[config.mk]
export PLATFORM = sky130hd
export DESIGN_NAME = chan_regbank
export DESIGN_NICKNAME = d
export VERILOG_FILES = /design/src/rtl/regbank_pkg.sv /design/src/rtl/chan_snap.sv /design/src/rtl/chan_regbank.sv
export SDC_FILE = /design/constraint.sdc
export NUM_CORES = 1
export LEC_CHECK = 0
export CORE_ASPECT_RATIO = 0.9
export CORE_MARGIN = 5
export CORE_UTILIZATION = 40
export DETAILED_ROUTE_END_ITERATION = 6
export GPL_TIMING_DRIVEN = 0
export PLACE_DENSITY = 0.77
export SETUP_SLACK_MARGIN = 0.5
export SLEW_MARGIN = 30
export SYNTH_ARGS = -nofsm -noshare
export SYNTH_HDL_FRONTEND = slang
export SYNTH_SLANG_ARGS = --single-unit
[constraint.sdc]
create_clock -name clk -period 2.9 [get_ports clk]
set_input_delay 0.58 -clock clk [delete_from_list [all_inputs] [get_ports clk]]
set_output_delay 0.58 -clock clk [all_outputs]
set_load 0.02 [all_outputs]
[src/rtl/regbank_pkg.sv]
// rtl/regbank_pkg.sv - address map shared by the channel register bank and its per-channel snapshot blocks
package regbank_pkg;

  localparam int         CH_STRIDE     = 8;
  localparam logic [6:0] OFS_CNT0      = 7'd0;
  localparam logic [6:0] OFS_CFG       = 7'd4;
  localparam logic [6:0] ADDR_SNAPSTAT = 7'h7C;
  localparam logic [6:0] ADDR_HWCFG    = 7'h7D;
  localparam logic [6:0] ADDR_WDOGDIV  = 7'h7E;
  localparam logic [6:0] ADDR_CTRL     = 7'h7F;

  function automatic logic [6:0] ch_addr(input int c, input logic [6:0] ofs);
    return 7'(c * CH_STRIDE) + ofs;
  endfunction

endpackage

[src/rtl/chan_snap.sv]
// rtl/chan_snap.sv - per-channel read-request synchroniser, freeze level and counter snapshot
module chan_snap
  import regbank_pkg::*;
#(
  parameter int         CNT_BYTES   = 2,
  parameter int         SYNC_STAGES = 3,
  parameter logic [6:0] BASE        = 7'h00
) (
  input  logic                         clk,
  input  logic                         reset,
  input  logic                         rdt,
  input  logic [6:0]                   addr,
  input  logic [(CNT_BYTES-1)*8-1:0]   cnt_hi,
  output logic                         freeze,
  output logic                         capture,
  output logic [(CNT_BYTES-1)*8-1:0]   snap
);

  localparam int S = SYNC_STAGES;

  logic [S+1:0]                 rs_q, rs_d;
  logic [(CNT_BYTES-1)*8-1:0]   snap_q, snap_d;
  logic                         rq;

  always_comb begin
    rq      = rdt && (addr == (BASE + OFS_CNT0));
    rs_d    = {rs_q[S:0], rq};
    // One capture per rising edge of the synchronised request, however long rdt stays high
    capture = rs_q[S] && !rs_q[S+1];
    snap_d  = capture ? cnt_hi : snap_q;
  end

  always_ff @(posedge clk) begin
    if (reset) begin
      rs_q   <= '0;
      snap_q <= '0;
    end else begin
      rs_q   <= rs_d;
      snap_q <= snap_d;
    end
  end

  assign freeze = rs_q[S-1] && !reset;
  assign snap   = snap_q;

endmodule

[src/rtl/chan_regbank.sv]
// rtl/chan_regbank.sv - motor channel register bank with asynchronous strobes and frozen tach snapshots
module chan_regbank
  import regbank_pkg::*;
#(
  parameter int NCH         = 3,
  parameter int CNT_BYTES   = 2,
  parameter int SYNC_STAGES = 3
) (
  input  logic                       clk,
  input  logic                       reset,
  input  logic [6:0]                 addr,
  input  logic                       wrt,
  input  logic                       rdt,
  input  logic [NCH*CNT_BYTES*8-1:0] count,
  input  logic [NCH*8-1:0]           cfgrd,
  input  logic [7:0]                 ctrlrd,
  input  logic [7:0]                 hwconfig,
  output logic [7:0]                 rddata,
  output logic [NCH-1:0]             pwmld,
  output logic [NCH-1:0]             cfgld,
  output logic [NCH-1:0]             freeze,
  output logic                       ctrlld,
  output logic                       wdogdivld,
  output logic                       wdreset
);

  localparam int S  = SYNC_STAGES;
  localparam int CW = CNT_BYTES * 8;

  logic [S:0]                 ws_q, ws_d;
  logic [NCH-1:0]             snapstat_q, snapstat_d;
  logic [NCH-1:0]             capture;
  logic [(CNT_BYTES-1)*8-1:0] snap [NCH];
  logic                       we;
  logic                       stat_clr;

  for (genvar c = 0; c < NCH; c++) begin : g_ch
    chan_snap #(
      .CNT_BYTES   (CNT_BYTES),
      .SYNC_STAGES (SYNC_STAGES),
      .BASE        (ch_addr(c, 7'd0))
    ) u_snap (
      .clk     (clk),
      .reset   (reset),
      .rdt     (rdt),
      .addr    (addr),
      .cnt_hi  (count[c*CW+8 +: (CNT_BYTES-1)*8]),
      .freeze  (freeze[c]),
      .capture (capture[c]),
      .snap    (snap[c])
    );
  end

  // Falling edge of the synchronised strobe; ws resets to all ones so reset never fakes an edge
  always_comb begin
    ws_d = {ws_q[S-1:0], wrt};
    we   = ws_q[S] && !ws_q[S-1] && !reset;
  end

  always_comb begin
    pwmld     = '0;
    cfgld     = '0;
    ctrlld    = 1'b0;
    wdogdivld = 1'b0;
    stat_clr  = 1'b0;
    if (we) begin
      ctrlld    = (addr == ADDR_CTRL);
      wdogdivld = (addr == ADDR_WDOGDIV);
      stat_clr  = (addr == ADDR_SNAPSTAT);
      for (int c = 0; c < NCH; c++) begin
        pwmld[c] = (addr == ch_addr(c, OFS_CNT0));
        cfgld[c] = (addr == ch_addr(c, OFS_CFG));
      end
    end
  end

  // A capture landing in the clearing cycle wins so the new snapshot is never hidden
  always_comb begin
    snapstat_d = (stat_clr ? '0 : snapstat_q) | capture;
  end

  always_ff @(posedge clk) begin
    if (reset) begin
      ws_q       <= '1;
      snapstat_q <= '0;
    end else begin
      ws_q       <= ws_d;
      snapstat_q <= snapstat_d;
    end
  end

  assign wdreset = rdt && (addr == ADDR_CTRL);

  always_comb begin
    rddata = 8'h00;
    for (int c = 0; c < NCH; c++) begin
      if (addr == ch_addr(c, OFS_CNT0)) rddata = count[c*CW +: 8];
      if (addr == ch_addr(c, OFS_CFG))  rddata = cfgrd[c*8 +: 8];
      for (int b = 1; b < CNT_BYTES; b++) begin
        if (addr == ch_addr(c, 7'(b))) rddata = snap[c][(b-1)*8 +: 8];
      end
    end
    case (addr)
      ADDR_SNAPSTAT: rddata = 8'(snapstat_q);
      ADDR_HWCFG:    rddata = hwconfig;
      ADDR_CTRL:     rddata = ctrlrd;
      default:       ;
    endcase
  end

endmodule
==> out/results.ini <==
[run_status]
outcome = complete, but fails checks
violations = setup timing

[placement]
place_area_um2 = 4130
port_buffers = 118
gp_congestion = 0.917
place_hpwl_um = 8060

[cts]
root_buffer = clkbuf_8
htreeDepth = 2
worstSkewPairLatency_ns = 0.31
clock_path_buffers = 2
cts_sinks = 46
hold_buffers = 0
cts_made_buffers = 5
cts_tree = built
clk_pin_slew_ns = 0.10

[synth]
synth_top_family_by_area = simple AND/OR/NAND/NOR gates
syn_area_um2 = 2670
syn-instance-count = 363
yosys.area_share.simple = 0.322
synth_top_cell_by_area = dfxtp_1
synth_seq_area_share = 0.345
syn_nets = 462
synth_cell_type_count = 46
yosys-top-cells-area = dfxtp_1, nand2_1, a21oi_1
synth_top_area_frac = 0.345
ys.warnings.count = 0
synth_fa_ha_area_frac = 0
ys_ff_latch = 46
syn_area_per_cell_um2 = 7.36
synth_xor_area_frac = 0
synth_compound_area_frac = 0.225
synth_mux_area_frac = 0.0510

[critical_path]
cp-start-kind = primary input
cp.arrival_ns = 2.43
critPathKind = primary input to output port
slowest_delay_ns = 0.55
crit_top_cell = or4_4
path_buf_inv = 3
end_kind = output port
r2r_setup_slack_ns = 1.68
worstPathRequired_ns = 2.32
cp_cell_sequence = buf_12, or4_4, nor2_4, buf_4, a32oi_1, or4_4, a22oi_2, buf_6
cp_slowest_cell = or4_4
crit_fanout = 4
cpLargestDelayFamily = simple AND/OR/NAND/NOR gates

[route]
wl_per_cell_um = 20.7
viasPerCell = 5.94
drt_wl_total_um = 12800
vias = 3653
antenna_left = 0
drc_errors = 0
drt-initial-drc-count = 379
dr.pass1.iters = 6

[layout]
fillers = 431
multi_input_comb_area_um2 = 2050
area_delta_synth_final_pct = 88.0
layout_common_cells = clkdlybuf4s50_1, nand2_1, dfxtp_1, a21oi_1, buf_4
layout-drive-gt1-share = 0.324
antenna_cells = 0
design_area_um2 = 5020
nets = 623
seqCellArea_um2 = 921
final_common_cell = clkdlybuf4s50_1
final_core_util = 0.767

[pwr]
power.leakage_nw = 1.89
ir_worst_vdd_uv = 267
powerDensity_nw_per_um2 = 287
power_mw = 1.44

[timing]
fmax_mhz = 332
clock_skew_ns = 0.0107
hold_viol_final = 0
period_share = 1.04
setup_viol = 2
setup_ws_ns = -0.112
drv_slew = 0
min_period_ns = 3.01
grt_setup_unrepaired = true
fin_tns_setup_ns = -0.177
worst_pin_slew_ns = 0.635
slew_headroom = 0.576

[grt]
grt_pass1_wl_um = 17400
grt_max_degree = 16
first_global_vias = 3466
overflow = 0
antenna_found_initial = 0
grtUsageTotal = 0.268

[floorplan]
fp.dieArea_um2 = 8420
core-area_um2 = 6550
rows = 28
start_util = 0.408
pin_count = 119
die_x_um = 96.2
die_h_um = 87.5

[worst_hold_path]
hold_path.class = flip-flop to flip-flop

[flow_run]
drv_cap = 0

-- kinds of logic (layout without fill, tap and decap cells) --
group                  count (synthesis)  after routing
and+or+nand+nor                      171            171
AOI/OAI and AO/OA                     99             99
DFF                                   46             46
buffers and inverters                 34            196
muxes                                 13             13
-- final timing paths --
kind | start | endpoint | depth (start not counted)
worst min-delay path | ws_q[1] | ws_q[2] | 1
worst max register to register | g_ch[1].u_snap.rs_q[3] | g_ch[1].u_snap.snap[7] | 4
worst max-delay path | addr[1] | rddata[2] | 8
worst min register to register | ws_q[1] | ws_q[2] | 1
-- per-layer routing --
metal | GRT usage | part of all wire | vias to the layer above
met1 | 0.335 | 0.37 | 1725
met4 | 0.0995 | 0.048 | 0
met2 | 0.446 | 0.47 | 270
met3 | 0.0662 | 0.11 | 61
li1 | - | - | 1597
met5 | 0 | 0 | -
-- synthesized netlist by cell type (all sizes together) --
cell type	n
clkbuf	15
nand3	4
dfxtp	46
o2bb2ai	2
nand2	64
mux2i	8
nand2b	8
a2111oi	2
or3b	2
nor4b	2
nand4	1
a21o	1
and3b	1
or4	3
o22ai	12
or4b	2
nor2	28
a221oi	2
o31a	1
a22o	2
o32ai	1
a211oi	2
or2	5
nor3b	4
o21ai	16
and3	4
o221ai	1
buf	15
a32oi	5
and2	4
a21oi	42
mux2	5
a22oi	6
a31oi	1
o21bai	3
nor3	15
or3	4
inv	4
nor2b	20
-- area by class of cell --
class                   instances  area share
multi-input cells             283       0.407
repair buffers                154       0.313
clock inverters                 3     0.00423
well taps                      90      0.0224
plain buffers                  30      0.0521
clock buffers                   5      0.0137
flip-flops and latches         46       0.183
inverters                       4     0.00399
-- per-stage QoR --
step,worst slack (ns),std cells,hold slack [ns]
after global routing,-0.147,615,0.431
after CTS,-0.0887,598,0.426
final,-0.112,615,0.417
after detailed placement,-1.05,571,0.404
after global placement,-1.04,571,0.393
after floorplan,0.274,363,0.389
-- flip-flops by register name, indices dropped and copies added, names as in the netlist --
register / flops
g_ch.u_snap.snap: 24
g_ch.u_snap.rs_q: 15
ws_q: 4
snapstat_q: 3
-- worst reg2reg max path, cell delays in order, from the launching register on --
cell	delay, ns
dfxtp_1	0.38
nor2b_1	0.14
clkbuf_1	0.34
nand2_1	0.16
a21oi_1	0.14
-- power by group --
part           switching, mW  internal (mW)  total (mW)
Sequential          0.000636          0.633       0.634
Combinational          0.166          0.232       0.398
Clock                  0.239          0.170       0.409
-- timing repair --
action,4_1_cts,5_1_grt
buffers inserted,19,16
gates cloned,0,1
gates resized for setup,217,55
hold endpoints to repair,0,0
setup endpoints to repair,20,13
pin swaps,31,26
Power figures use the tool's default switching activity.
==> variant (same flow settings) <==
Reset style: asynchronous (`reset`), changed in 2 clocked blocks. Comments in the files are not updated.
--- a/src/rtl/chan_snap.sv
+++ b/src/rtl/chan_snap.sv
@@ -32,3 +32,3 @@
 
-  always_ff @(posedge clk) begin
+  always_ff @(posedge clk or posedge reset) begin
     if (reset) begin
--- a/src/rtl/chan_regbank.sv
+++ b/src/rtl/chan_regbank.sv
@@ -81,3 +81,3 @@
 
-  always_ff @(posedge clk) begin
+  always_ff @(posedge clk or posedge reset) begin
     if (reset) begin
Check against the original RTL: differs if reset is asserted again (counterexample within 10 cycles, from zero or initial values and one cycle with reset high); with reset held inactive, the same outputs for 10 cycles.
==> variant against the unedited design <==
  * The flow still finishes with violations (negative setup slack)
  * Register-to-register slack lost 0.29 ns
  * Sequential cell count is the same
  * Synthesized area grew 3.0%
  * First-iteration DRC count shrank 47%
  * Power grew 1.7%
  * Sequential power grew 11%
  * Sequential share of layout area grew 6.9 points
  * Combinational power shrank 5.5%
  * Routed wire length shrank 17%
  * Setup slack lost 0.0087 ns
  * Count of clock-buffer cells in the layout grew 2
  * Final area shrank 8.7%
==> variant: results (changes against the unedited design) <==
metric,value,unit,change
async set-reset flop share out of synthesis,1.000,,was 0
Nets,528,,was 623
top post-synthesis cells by area,"dfrtp_1 (38%), mux2_2 (11%), dfstp_2 (3.8%), nor2_1 (3.0%), mux2i_1 (2.5%)",,"was dfxtp_1 (34%), nand2_1 (9.0%), a21oi_1 (7.9%), nor2b_1 (4.7%), nor2_1 (3.7%)"
Fillers,496,,was 431
Leakage,1.919,nW,was 1.894 nW
final cell count without fillers,520,,was 615
Pre-antenna DRT Iters,5,,was 6
peak supply drop,0.1773,mV,was 0.2668 mV
Worst Reg-to-Reg Cells,3,,was 4
GRT Overall Usage,0.2357,,was 0.2683
hpwl dp,7562,µm,was 8065 µm
Placed Cells,494,,was 571
via count,2990,,was 3653
status,finished with violations,,unchanged
I/O Buffers,116,,was 118
Post-Route Skew,0.003649,ns,was 0.01075 ns
gate count of the mapped netlist,288,,was 363
Iter 0 DRT Violations,202,,was 379
failing checks,negative setup slack,,unchanged
Placed Area,4090,µm²,was 4131 µm²
wire length of the first global-routing pass,15920,µm,was 17400 µm
hold depth,0,,was 1
pin count of the biggest net entering global routing,24,,was 16
H-tree levels,2,,unchanged
Post-synth top cells,"dfrtp_1 (42), mux2_2 (28), nor2_1 (22), nand2_1 (18), o21ai_0 (13)",,"was nand2_1 (64), dfxtp_1 (46), a21oi_1 (42), nor2_1 (26), nor2b_1 (20)"
worst slew pin tran,0.7060,ns,was 0.6354 ns
Final setup viols,6,,was 2
Final WS setup,-0.1212,ns,was -0.1125 ns
final wirelength,10550,µm,was 12750 µm
Worst-Skew Late Latency,0.30,ns,
layout cell share with drive strength beyond 1,0.3395,,was 0.3238
syn nets,387,,was 462
Synth Flop Type,dfrtp_1,,was dfxtp_1
average size of a mapped cell,9.558,µm²,was 7.362 µm²
RD Place Congestion,0.9108,,was 0.9172
Clock transition at path regs,0.08,ns,was 0.10 ns
register area share after synthesis,0.4200,,was 0.3446
Crit Path Max Fanout,10,,was 4
[variant: logic make-up after synthesis]
logic type | count (synthesis) | share of synthesized area
simple gates | 101 | 0.1905
buf+inv | 29 | 0.04818
mux | 35 | 0.1400
flops | 46 | 0.4200
compound gates | 77 | 0.2014
[variant: where the power goes]
group / total, mW / leakage (nW) / internal (mW) / switching [mW]
registers: 0.702 / 0.607 / 0.679 / 0.0227
logic: 0.376 / 1.27 / 0.212 / 0.164
clock network: 0.387 / 0.0385 / 0.171 / 0.216
total: 1.46 / 1.92 / 1.06 / 0.402
[variant: cell type report]
| class | count | share of cell area |
|---|---|---|
| multi-input combinational | 213 | 0.3888 |
| tap | 90 | 0.02456 |
| timing repair buffer | 132 | 0.2739 |
| clock buffer | 7 | 0.01664 |
| timing repair inverter | 2 | 0.002729 |
| clock inverter | 1 | 0.001637 |
| buffer | 23 | 0.03383 |
| sequential | 46 | 0.2521 |
| inverter | 6 | 0.005730 |
[variant: path summary, 6_finish.rpt]
check / start / slack, ns / end
worst max-delay path: addr[0] / -0.12 / rddata[6]
worst min-delay path: g_ch[2].u_snap.rs_q[0] / 0.35 / g_ch[2].u_snap.rs_q[1]
worst max register to register: g_ch[0].u_snap.rs_q[3] / 1.39 / g_ch[0].u_snap.snap[0]
worst min register to register: g_ch[2].u_snap.rs_q[0] / 0.35 / g_ch[2].u_snap.rs_q[1]
max in group asynchronous: reset / 2.15 / g_ch[0].u_snap.snap[7]
min in group asynchronous: reset / 0.44 / g_ch[2].u_snap.snap[3]
[variant: critical path, cell delays in order]
cell and delay (ns):
clkbuf_2 0.18, or3_1 0.43, clkbuf_8 0.18, or2_1 0.24, buf_6 0.14, a31oi_4 0.16
o221ai_2 0.14, a31oi_2 0.22, buf_4 0.17
[variant: repair_timing]
action,4_1_cts,5_1_grt
buffers inserted,12,4
gates cloned,2,0
pin swaps,19,13
resized for setup,141,30
endpoints found under the setup margin,20,17
[variant: stage by stage]
step                setup WS [ns]    util  setup TNS (ns)
floorplan                  0.1506       -               0
global placement           -1.355  0.6177          -14.55
detailed placement         -1.341  0.6177          -14.54
CTS                       -0.1356  0.6755         -0.5428
global route              -0.1983  0.6926         -0.9185
finish                    -0.1212  0.6926         -0.6424
[variant: layer usage]
layer | part of all wire | global-route usage
met5 | 0 | 0
met4 | 0.016 | 0.06289
met3 | 0.094 | 0.07407
met2 | 0.48 | 0.3964
met1 | 0.41 | 0.2978
